### config.mk
export PLATFORM = sky130hd
export DESIGN_NAME = pmem_arbiter
export DESIGN_NICKNAME = d
export VERILOG_FILES = /design/src/rtl/pmem_arbiter.sv
export SDC_FILE = /design/constraint.sdc
export NUM_CORES = 1
export LEC_CHECK = 0
export CORE_AREA = 2 2 535 537
export DETAILED_ROUTE_END_ITERATION = 16
export DIE_AREA = 0 0 537 539
export RECOVER_POWER = 50
export SLEW_MARGIN = 40
export SYNTH_ARGS = -nofsm -noshare
export SYNTH_HDL_FRONTEND = slang
export SYNTH_SLANG_ARGS = --single-unit
### constraint.sdc
create_clock -name clk -period 1.95 [get_ports clk]
set_input_delay 0.39 -clock clk [delete_from_list [all_inputs] [get_ports clk]]
set_output_delay 0.39 -clock clk [all_outputs]
set_load 0.02 [all_outputs]
### src/rtl/pmem_arbiter.sv
`default_nettype none
// ============================================================================
// Module   : pmem_arbiter
// Purpose  : Shares the single physical-memory line port between the
//            instruction cache and the data cache. Grants one cache at a
//            time, alternates priority on simultaneous requests, and latches
//            address, write data and command at grant so memory sees stable
//            inputs for the whole transaction.
// Ports    : clk, rst_n                       - clock, async active-low reset
//            ipmem_read/address/resp/rdata    - icache line-read side
//            dpmem_read/write/address/wdata,
//            dpmem_resp/rdata                 - dcache read/writeback side
//            pmem_read/write/address/wdata,
//            pmem_resp/rdata                  - memory-side line port
//            protocol_err                     - sticky: dcache read+write at grant
// Revision : 1.0 - initial release
// ============================================================================
module pmem_arbiter #(
    parameter int ADDR_W = 32,
    parameter int LINE_W = 256
) (
    input  logic              clk,
    input  logic              rst_n,

    input  logic              ipmem_read,
    input  logic [ADDR_W-1:0] ipmem_address,
    output logic              ipmem_resp,
    output logic [LINE_W-1:0] ipmem_rdata,

    input  logic              dpmem_read,
    input  logic              dpmem_write,
    input  logic [ADDR_W-1:0] dpmem_address,
    input  logic [LINE_W-1:0] dpmem_wdata,
    output logic              dpmem_resp,
    output logic [LINE_W-1:0] dpmem_rdata,

    output logic              pmem_read,
    output logic              pmem_write,
    output logic [ADDR_W-1:0] pmem_address,
    output logic [LINE_W-1:0] pmem_wdata,
    input  logic              pmem_resp,
    input  logic [LINE_W-1:0] pmem_rdata,

    output logic              protocol_err
);

    localparam logic [1:0] c_idle  = 2'd0;
    localparam logic [1:0] c_gnt_i = 2'd1;
    localparam logic [1:0] c_gnt_d = 2'd2;
    localparam logic [1:0] c_done  = 2'd3;

    logic [1:0]        r_state;
    logic [1:0]        w_next_state;
    logic              r_last_d;      // 1: dcache held the most recent grant
    logic              r_pmem_read;
    logic              r_pmem_write;
    logic [ADDR_W-1:0] r_pmem_address;
    logic [LINE_W-1:0] r_pmem_wdata;
    logic              r_protocol_err;

    logic              w_ireq;
    logic              w_dreq;
    logic              w_grant_i;
    logic              w_grant_d;
    logic              w_finish;

    assign w_ireq   = ipmem_read;
    assign w_dreq   = dpmem_read | dpmem_write;
    assign w_finish = pmem_resp & ((r_state == c_gnt_i) | (r_state == c_gnt_d));

    // ------------------------------------------------------------------------
    // State register plus the registered memory-side command/datapath
    // ------------------------------------------------------------------------
    always_ff @(posedge clk or negedge rst_n) begin
        if (!rst_n) begin
            r_state        <= c_idle;
            r_last_d       <= 1'b1;
            r_pmem_read    <= 1'b0;
            r_pmem_write   <= 1'b0;
            r_pmem_address <= '0;
            r_pmem_wdata   <= '0;
            r_protocol_err <= 1'b0;
        end else begin
            r_state <= w_next_state;
            if (w_grant_i) begin
                r_pmem_read    <= 1'b1;
                r_pmem_write   <= 1'b0;
                r_pmem_address <= ipmem_address;
                r_last_d       <= 1'b0;
            end else if (w_grant_d) begin
                // A simultaneous read+write is resolved as a write so that
                // read and write never appear on the memory port together.
                r_pmem_read    <= dpmem_read & ~dpmem_write;
                r_pmem_write   <= dpmem_write;
                r_pmem_address <= dpmem_address;
                r_pmem_wdata   <= dpmem_wdata;
                r_last_d       <= 1'b1;
                if (dpmem_read && dpmem_write) begin
                    r_protocol_err <= 1'b1;
                end
            end else if (w_finish) begin
                r_pmem_read  <= 1'b0;
                r_pmem_write <= 1'b0;
            end
        end
    end

    // ------------------------------------------------------------------------
    // Next-state logic and arbitration
    // ------------------------------------------------------------------------
    always_comb begin
        w_next_state = r_state;
        w_grant_i    = 1'b0;
        w_grant_d    = 1'b0;
        case (r_state)
            c_idle: begin
                // On a tie the side that did not win last time goes first.
                if (w_ireq && (!w_dreq || r_last_d)) begin
                    w_grant_i    = 1'b1;
                    w_next_state = c_gnt_i;
                end else if (w_dreq) begin
                    w_grant_d    = 1'b1;
                    w_next_state = c_gnt_d;
                end
            end
            c_gnt_i, c_gnt_d: begin
                if (pmem_resp) begin
                    w_next_state = c_done;
                end
            end
            c_done:  w_next_state = c_idle;
            default: w_next_state = c_idle;
        endcase
    end

    // ------------------------------------------------------------------------
    // Output logic: responses are steered combinationally to the owner only
    // ------------------------------------------------------------------------
    always_comb begin
        ipmem_resp = pmem_resp & (r_state == c_gnt_i);
        dpmem_resp = pmem_resp & (r_state == c_gnt_d);
    end

    assign ipmem_rdata  = pmem_rdata;
    assign dpmem_rdata  = pmem_rdata;
    assign pmem_read    = r_pmem_read;
    assign pmem_write   = r_pmem_write;
    assign pmem_address = r_pmem_address;
    assign pmem_wdata   = r_pmem_wdata;
    assign protocol_err = r_protocol_err;

endmodule
`default_nettype wire

Word level (Yosys, flattened, before mapping)
Index checks and enable logic that the tools add are counted.
{"block": "totals", "wordCells": 49, "regBits": 294}
{"block": "classes", "eq_ne": 5, "muxes": 18, "bitwise_logic": 8, "reduce_logical": 11}
{"cell": "$mux 32", "n": 2}
{"cell": "$mux 1", "n": 12}
{"cell": "$mux 2", "n": 3}
{"cell": "$pmux 2 s3", "n": 1}
{"cell": "$and 1x1->1", "n": 4}
{"cell": "$eq 2x2->1 const B", "n": 2}
{"cell": "$reduce_and 2->1", "n": 2}
{"cell": "$ne 3x3->1 const B", "n": 1}
{"cell": "$reduce_and 3->1", "n": 1}
{"cell": "$reduce_bool 3->1", "n": 1}
{"cell": "$eq 2x1->1 const B", "n": 1}
{"cell": "$logic_and 1x1->1", "n": 2}
{"cell": "$logic_not 2->1", "n": 1}
{"cell": "$ne 2x2->1 const B", "n": 1}
{"cell": "$not 1->1", "n": 2}
{"cell": "$or 1x1->1", "n": 2}
{"cell": "$reduce_bool 2->1", "n": 1}
{"cell": "$reduce_or 2->1", "n": 1}
{"cell": "$logic_not 1->1", "n": 1}
{"cell": "$logic_or 1x1->1", "n": 1}

Longest topological paths before layout
Gate-level depths: netlist of the first run.
{"block": "depth", "depth_word": 8, "ltp_mapped": 7, "ltp_nobuf": 5}

Worst setup path after synthesis of the first run
No wires, ideal clock.
{"block": "synth_path", "kind": "register -> register", "start": "reg r_state[0]", "end": "reg r_pmem_wdata[100] (netlist: pmem_wdata[100])", "setup_slack_ps": 132, "stages_incl_launch_ff": 8, "arrival_ps": 1690, "setup_ps": 128, "path_cell_list": "dfrtp_1 > inv_1 > ha_1 > o21ai_1 > a21oi_4 > buf_4 > buf_4 > mux2_1"}
{"block": "synth_via", "elab_chain_cells": 4, "elab_cells_between_ends": 5, "cone_classes": "mux: 2; bitwise: 1; reduce/logical: 2"}
{"item": "from (decl)", "line_no": "52", "text": "logic [1:0] r_state;"}
{"item": "from (signal assigned)", "line_no": "76", "text": "r_state <= c_idle;"}
{"item": "from (signal assigned)", "line_no": "84", "text": "r_state <= w_next_state;"}
{"item": "$logic_not 2->1 (*)", "line_no": "115", "text": "case (r_state)"}
{"item": "$mux 1", "line_no": "115"}
{"item": "$not 1->1 (no source line)"}
{"item": "$reduce_and 2->1 (no source line) (*)"}
{"item": "to (signal assigned)", "line_no": "96", "text": "r_pmem_wdata <= dpmem_wdata;"}
{"item": "to (decl)", "line_no": "58", "text": "logic [LINE_W-1:0] r_pmem_wdata;"}
Every way passes the cells marked *; elsewhere a longest branch is shown, timed or not.
A chain may end at the register's enable or synchronous reset.

Worst setup path after layout of the first run
{"block": "layout_path", "start": "reg r_state[1]", "end": "reg r_pmem_wdata[35] (netlist: pmem_wdata[35])"}
Same word-level chain as after synthesis.

==> results of run 1 <==
==> routing by layer <==
| metal | share of wire, % | global-route usage [%] | vias up |
|---|---|---|---|
| met1 | 26 | 7.49 | 4976 |
| met5 | 0.084 | 0.533 | - |
| met3 | 28 | 12.9 | 498 |
| met4 | 4.9 | 4.21 | 10 |
| met2 | 41 | 14.3 | 1065 |
| li1 | - | - | 3947 |
==> worst max path at each step <==
| stage | end | depth (start not counted) | slack (ns) |
|---|---|---|---|
| 3_5_place_dp | pmem_wdata[120] | 6 | -0.35 |
| 2_1_floorplan | pmem_wdata[100] | 7 | 0.13 |
| 3_3_place_gp | pmem_wdata[125] | 6 | -0.36 |
| 5_1_grt | pmem_wdata[35] | 10 | -0.15 |
| 6_report | pmem_wdata[35] | 10 | -0.08 |
| 4_1_cts | ipmem_resp | 5 | -0.15 |
==> power by group through the flow <==
stage / Sequential, mW / Combinational (mW) / Clock, mW
after global routing: 11.9 / 27.8 / 8.14
final: 11.5 / 25.7 / 7.61
after detailed placement: 11.4 / 23.2 / 0
after CTS: 11.4 / 25.6 / 7.94
after global placement: 11.3 / 23.1 / 0
after floorplan: 14.6 / 6.17 / 0
==> per-stage QoR <==
stage	cells	setup TNS [ns]	area, um2
2_1_floorplan	1202	0	15100
5_1_grt	5199	-19.79	25000
4_1_cts	5184	-16.14	24600
6_report	5213	-5.22	25000
3_5_place_dp	5074	-80.71	22100
3_3_place_gp	5074	-82.22	22100
==> sequential cells by signal, indices dropped and copies added (netlist names) <==
name          count
pmem_wdata      256
pmem_address     32
r_state           2
pmem_read         1
pmem_write        1
protocol_err      1
r_last_d          1
==> kinds of logic (layout without fill, tap and decap cells) <==
logic type / after synthesis / after routing / share of synthesized area, %
and+or+nand+nor: 48 / 48 / 1.87
AOI/OAI and AO/OA: 45 / 45 / 2.82
adders and majority gates: 4 / 4 / 0.331
buffers and inverters: 555 / 786 / 27.2
other: 0 / 18 / 0
DFF: 294 / 294 / 48.7
muxes: 256 / 256 / 19.1
==> cells in the final DEF, fill, tap and decap left out, types with 10 or more instances in the layout <==
cell | synthesis | final
clkbuf_16 | 0 | 50
mux2_1 | 188 | 91
buf_16 | 0 | 20
clkdlybuf4s50_1 | 0 | 324
diode_2 | 0 | 18
buf_12 | 0 | 27
and2_1 | 34 | 32
mux2_2 | 68 | 24
buf_4 | 533 | 185
buf_6 | 0 | 10
mux2_4 | 0 | 141
dlygate4sd2_1 | 0 | 110
a221o_1 | 32 | 32
dfrtp_1 | 293 | 293
==> timing repair <==
item / CTS / global route
hold buffers: 1 / 0
setup buffers: 19 / 6
pin swaps: 4 / 12
setup endpoints to repair: 309 / 290
endpoints found under the hold margin: 26 / 0
gates resized for setup: 297 / 65
gates cloned: 19 / 11
==> area by class of cell <==
class	count	area share, %
antenna	18	0.180
clock buffer	51	4.29
clock inverter	20	0.916
inverter	4	0.0600
multi-input combinational	353	16.9
sequential	294	29.4
tap	3762	18.8
timing repair buffer	711	29.4
==> metrics.md, run 1 <==
| Metric | Value |
|---|---|
| IO Port Bufs | 618 |
| Io pins | 1,387 |
| P&R area growth vs syn | 65.6% |
| Nets@finish | 1,990 |
| Most instantiated cells after synthesis | buf_4, dfrtp_1, mux2_1 |
| FF/Latch Area | 7360 um2 |
| Netlist cell types | 27 |
| Area leader, netlist | dfrtp_1 |
| Syn_nets | 1,788 |
| CP Class | reg2reg |
| Count of final setup violators | 161 |
| Clk slew on worst S/H paths | 0.06 ns |
| Top cells by area, synth | dfrtp_1, buf_4, mux2_1 |
| Psw | 20.6 mW |
| Final Skew | 0.0471 ns |
| Number of synthesis warnings | 0 |
| CTS tree | done |
| Period minus WS final | 2.03 ns |
| Combinational Power Share | 57.4% |
| Sw frac | 46.0% |
| Data arrival, critical path | 2.54 ns |
| CP max-delay cell | dfrtp_1 |
| Core area | 284,000 um2 |
| Worst Tran Pin Value | 1.73 ns |
| Pwr Density | 1790 nW/um2 |
| CP Launch Point | r_state[1] |
| Async S/R FF share, synth | 100% |
| Hold Path Class | in2reg |
| Failing checks | capacitance limit, slew limit, setup timing |
| CTS H-tree depth | 2 |
| Routed vias | 10,500 |
| Clock Power Share | 17.0% |
| FF-to-FF End | pmem_wdata[35] |
| RD Place Congestion | 0.836 |
| CTS max path bufs | 3 |
| Max_cap viols | 1 |
| Final Hold Viols | 0 |
| Worst Setup End Kind | register |
| Crit share post-route | 104% |
| Vias in the first global route | 11,500 |
| Synth top area share | 48.6% |
| Synth Instances | 1,202 |
| Clk_lat worst skew | 0.67 ns |
| Top cell by count, worst path | buf_12 |
| DR WL/cell | 28.7 um |
| Fin worst setup slack | -0.0815 ns |
| Register area share after synthesis | 48.7% |
| Hpwl dp | 131 mm |
| Synth Area per Inst | 12.6 um2 |
| Post-synth EDFFs | 0 |
| Initial antenna violation count | 93 |
| Pre-CTS WS | -0.350 ns |
| Largest stage delay, worst path | 0.39 ns |
| GRT Util Overall | 9.94% |
| First-pass GRT wire length | 175 mm |
| Largest net degree at the start of global routing | 54 |
| Area of the multi-input gates | 4240 um2 |
| CTS root buffer | clkbuf_16 |
| CTS Sinks | 294 |
| Hold path cells | 2 |
| Die Wd | 537 um |
| CP bufs+invs | 6 |
| Fmax | 0.492 GHz |
| Peak supply drop | 0.000846 V |
| Main synth FF type | dfrtp_1 |
| Post-route ant nets | 0 |
| Chip height | 539 um |
| Sequential share of power | 25.6% |
| Mapped Area | 15,100 um2 |
| Synth Register Bits | 294 |
| DR vias/cell | 2.01 |
| Pins over their slew limit | 35 |
| Starting DRT DRC Count | 614 |
| FILL cells | 32,800 |
| Hold Path Origin | dpmem_wdata[234] |
| Min Hold Slack | 0.322 ns |
| CP startpoint kind | register |
| Status | finished, violations left |
| CP Max Fanout | 6 |
| Reg-to-Reg Start | r_state[1] |
| R2R cell count | 10 |
| Reg2Reg Setup Slack | -0.08 ns |
| Final core utilization | 8.81% |
| Hold Path Sink | pmem_wdata[234] |
| Power Internal | 24.2 mW |
| Delay-heaviest family, CP | buffers and inverters |
| Num CTS Buffers | 40 |
| Drt drc | 0 |
| Critical Path, Cell by Cell | inv_2 > buf_4 > ha_4 > o21ai_4 > a21oi_4 > buf_12 > buf_12 > buf_16 > clkbuf_16 > mux2_2 |
| Lkg Pwr | 9.46 nW |
| DR pass1 iterations | 4 |
| Total power | 44.8 mW |
| Rows | 196 |
| Die ar. | 289,000 um2 |
| Gr ovfl total | 0 |
| Layout cells sized above 1 | 35.9% |
| Normalized max-slew margin | -15.1% |
| DRT Wirelength | 150 mm |
| Starting Density | 5.32% |
| Count leader, synth | buf_4 |
| WP data required | 2.46 ns |
| RSZ-0062 raised after global routing | yes |
Note: power is estimated with default switching activity, not from simulation.
==> run 2, diff against run 1 <==
--- a/config.mk
+++ b/config.mk
@@ -5,9 +5,11 @@
 export SDC_FILE = /design/constraint.sdc
 export NUM_CORES = 1
 export LEC_CHECK = 0
+export CAP_MARGIN = 40
 export CORE_AREA = 2 2 535 537
 export DETAILED_ROUTE_END_ITERATION = 16
 export DIE_AREA = 0 0 537 539
+export MAX_ROUTING_LAYER = met4
 export RECOVER_POWER = 50
 export SLEW_MARGIN = 40
 export SYNTH_ARGS = -nofsm -noshare
==> run 2 against run 1 <==
Compared with the run above: synthesized cell count unchanged; the run now fails in detailed routing; synthesized area unchanged; global-route usage up 0.28 points.
==> metrics.md, run 2 <==
| Metric | Value |
|---|---|
| Status | did not finish |
| Stage reached | detailed routing |
| Error | [ERROR DRT-0255] Maze Route cannot find path of net pmem_rdata[125] in worker of routeBox ( 483000 0 ) ( 537000 48300 ). |
| Hpwl dp | 131 mm |
| Gr ovfl total | 0 |
| Main synth FF type | dfrtp_1 |
| Synth Register Bits | 294 |
| Number of synthesis warnings | 0 |
| RD Place Congestion | 0.849 |
| Initial antenna violation count | 93 |
| Mapped Area | 15,100 um2 |
| First-pass GRT wire length | 175 mm |
| CTS root buffer | clkbuf_16 |
| CTS H-tree depth | 2 |
| Count leader, synth | buf_4 |
| GRT Util Overall | 10.2% |
| Most instantiated cells after synthesis | buf_4, dfrtp_1, mux2_1 |
| Syn_nets | 1,788 |
| Rows | 196 |
| Worst EP post-GRT repair | ipmem_resp |
| IO Port Bufs | 618 |
| Io pins | 1,387 |
| Chip height | 539 um |
| CTS max path bufs | 3 |
| Vias in the first global route | 11,500 |
| Top cells by area, synth | dfrtp_1, buf_4, mux2_1 |
| CTS Sinks | 294 |
| Synth top area share | 48.6% |
| Die Wd | 537 um |
| Synth Area per Inst | 12.6 um2 |
| Netlist cell types | 27 |
| Worst endpoint type | top-level output |
| Largest net degree at the start of global routing | 54 |
| Register area share after synthesis | 48.7% |
| Synth Instances | 1,202 |
| Post-synth EDFFs | 0 |
| Async S/R FF share, synth | 100% |
| Starting Density | 5.32% |
| Area leader, netlist | dfrtp_1 |
| Num CTS Buffers | 40 |
==> run 2: cell counts after synthesis <==
Identical to the previous run, type by type.
==> run 2: metal layers <==
layer,track usage (%)
met5,-
met1,7.39
met2,14.4
met3,13.1
met4,3.94
==> run 2: cell families after synthesis <==
family / Yosys count / share of synthesized area [%]
multiplexers: 256 / 19.1
flip-flops: 294 / 48.7
adder cells (fa/ha/maj): 4 / 0.331
buffers and inverters: 555 / 27.2
AO/OA/AOI/OAI: 45 / 2.82
AND/OR/NAND/NOR: 48 / 1.87
==> run 2: stage by stage <==
stage	instances	setup slack (ns)	instance area [um2]	util [%]	hold WS (ns)
after global placement	5074	-0.356	22100	7.77	0.342
after detailed placement	5074	-0.350	22100	7.77	0.347
after floorplan	1202	0.132	15100	-	0.0944
after CTS	5184	-0.153	24600	8.65	0.196
after global routing	5199	-0.144	25000	8.79	0.286
==> run 2: what timing repair did <==
action                                 4_1_cts  5_1_grt
cloned                                      19       11
setup endpoints to repair                  309      290
buffers inserted                            19        5
gates resized for setup                    297       64
endpoints found under the hold margin       26        0
pin swaps                                    4       11
hold buffers                                 1        0
==> run 3, diff against run 2 <==
--- a/config.mk
+++ b/config.mk
@@ -6,10 +6,10 @@
 export NUM_CORES = 1
 export LEC_CHECK = 0
 export CAP_MARGIN = 40
-export CORE_AREA = 2 2 535 537
+export CORE_AREA = 2 2 548 550
 export DETAILED_ROUTE_END_ITERATION = 16
-export DIE_AREA = 0 0 537 539
-export MAX_ROUTING_LAYER = met4
+export DIE_AREA = 0 0 550 552
+export PLACE_DENSITY_LB_ADDON = 0.15
 export RECOVER_POWER = 50
 export SLEW_MARGIN = 40
 export SYNTH_ARGS = -nofsm -noshare
==> constraint.sdc (replaced) <==
create_clock -name clk -period 2.54 [get_ports clk]
set_input_delay 0.508 -clock clk [delete_from_list [all_inputs] [get_ports clk]]
set_output_delay 0.508 -clock clk [all_outputs]
set_load 0.02 [all_outputs]
==> run 3 against run 2 <==
Compared with the run above: the flow now finishes without violations; global-route usage decreased by 2.3 points.
==> metrics.md, run 3 (synthesized netlist as in run 1, its figures left out) <==
| Metric | Value |
|---|---|
| Io pins | 1,387 |
| Vias in the first global route | 11,000 |
| IO Port Bufs | 618 |
| Highest Signal Layer | met5 |
| CTS root buffer | clkbuf_16 |
| CP startpoint kind | register |
| M1 WL | 44.5 mm |
| Routed met3 length | 22.0 mm |
| DRT Wirelength | 123 mm |
| Hold Path Origin | dpmem_wdata[171] |
| RD Place Congestion | 0.688 |
| Clk_lat worst skew | 0.70 ns |
| Crit share post-route | 97.8% |
| DR vias/cell | 1.82 |
| DR WL/cell | 22.9 um |
| Pwr Density | 1320 nW/um2 |
| Max reg flops | 256 |
| Worst Tran Pin Value | 1.39 ns |
| Initial antenna violation count | 40 |
| GRT Util Overall | 7.88% |
| First-pass GRT wire length | 150 mm |
| Final Hold Viols | 0 |
| Final core utilization | 8.09% |
| Core area | 298,000 um2 |
| Post-route ant nets | 0 |
| Final instance area | 24,100 um2 |
| Lkg Pwr | 8.40 nW |
| Final Skew | 0.0433 ns |
| Clk slew on worst S/H paths | 0.06 ns |
| DR pass1 iterations | 6 |
| FF-to-FF End | pmem_wdata[206] |
| Starting DRT DRC Count | 372 |
| Normalized max-slew margin | 7.56% |
| Hpwl dp | 104 mm |
| Most frequent cells in the layout | clkdlybuf4s50_1, dfrtp_1, mux2_1 |
| CP bufs+invs | 1 |
| WP data required | 2.03 ns |
| Met2 Wirelength | 49.5 mm |
| Gr ovfl total | 0 |
| Die ar. | 304,000 um2 |
| CTS tree | done |
| Reg2Reg Setup Slack | 0.26 ns |
| RSZ-0062 raised after global routing | no |
| Nets@finish | 1,955 |
| Most common cell after layout, fill and taps aside | clkdlybuf4s50_1 |
| CTS Sinks | 294 |
| Hold path cells | 2 |
| Largest stage delay, worst path | 0.97 ns |
| Peak supply drop | 0.000574 V |
| Layout cells sized above 1 | 16.8% |
| Hold Path Class | in2reg |
| Critical Path, Cell by Cell | clkdlybuf4s50_1 |
| Drt drc | 0 |
| Worst Setup End Kind | output pin |
| P&R area growth vs syn | 59.7% |
| Area of placed instances | 22,600 um2 |
| CTS max path bufs | 3 |
| Period minus WS final | 2.48 ns |
| CP Max Fanout | 2 |
| Data arrival, critical path | 1.98 ns |
| Fmax | 0.402 GHz |
| Delay-heaviest family, CP | buffers and inverters |
| Starting Density | 5.06% |
| Count of final setup violators | 0 |
| CP Class | reg2out |
| Rows | 201 |
| CP max-delay cell | clkdlybuf4s50_1 |
| Die Wd | 550 um |
| R2R cell count | 7 |
| CP Depth | 1 |
| Max_cap viols | 0 |
| Hold Path Sink | pmem_wdata[171] |
| Routed vias | 9,771 |
| Num CTS Buffers | 50 |
| Reg-to-Reg Start | r_state[0] |
| Chip height | 552 um |
| Status | complete, no violations |
| CTS H-tree depth | 2 |
| Largest net degree at the start of global routing | 60 |
| Pins over their slew limit | 0 |
run 3: cell type report:
cell class / count / area [um2]
well taps: 3958 / 4950
clock buffers: 69 / 1400
fillers: 34700 / 274000
flip-flops and latches: 294 / 7360
repair buffers: 666 / 6500
clock inverters: 17 / 211
multi-input cells: 353 / 3660
diodes: 7 / 17.5
inverters: 4 / 15.0
run 3: through the flow:
| stage | setup WS (ns) | setup TNS, ns | power [mW] | cells | hold slack (ns) |
|---|---|---|---|---|---|
| 2_1_floorplan | 0.722 | 0 | 15.9 | 1202 | 0.212 |
| 3_3_place_gp | -0.0186 | -0.219 | 26.2 | 5274 | 0.456 |
| 3_5_place_dp | -0.0126 | -0.106 | 26.1 | 5274 | 0.467 |
| 4_1_cts | 0.0000298 | 0 | 33.7 | 5361 | 0.232 |
| 5_1_grt | 0.00914 | 0 | 34.5 | 5361 | 0.335 |
| 6_report | 0.0552 | 0 | 31.7 | 5368 | 0.401 |
run 3: how the worst max path moves through the flow:
stage	start	end	slack [ns]
detailed placement	dpmem_read	pmem_wdata[162]	-0.01
global route	r_state[1]	ipmem_resp	0.009
global placement	dpmem_read	pmem_wdata[254]	-0.02
CTS	r_state[1]	ipmem_resp	0.00003
floorplan	r_state[0]	pmem_wdata[100]	0.72
finish	pmem_wdata[199]	pmem_wdata[199]	0.06
run 3: repair_timing:
action                                 in CTS  in global routing
buffers inserted                            0                  0
resized for setup                          56                  1
setup endpoints to repair                  54                  1
hold buffers                                1                  0
endpoints found under the hold margin      21                  0
run 3: routing by layer:
layer | vias to the layer above | global-route usage [%]
li1 | 3885 | -
met4 | 14 | 4.09
met1 | 4641 | 8.32
met5 | - | 0.554
met3 | 337 | 6.20
met2 | 894 | 11.1
run 3: power by group:
part	switching [mW]	internal, mW
Sequential	1.58	7.12
Combinational	9.35	6.49
Clock	3.06	4.15
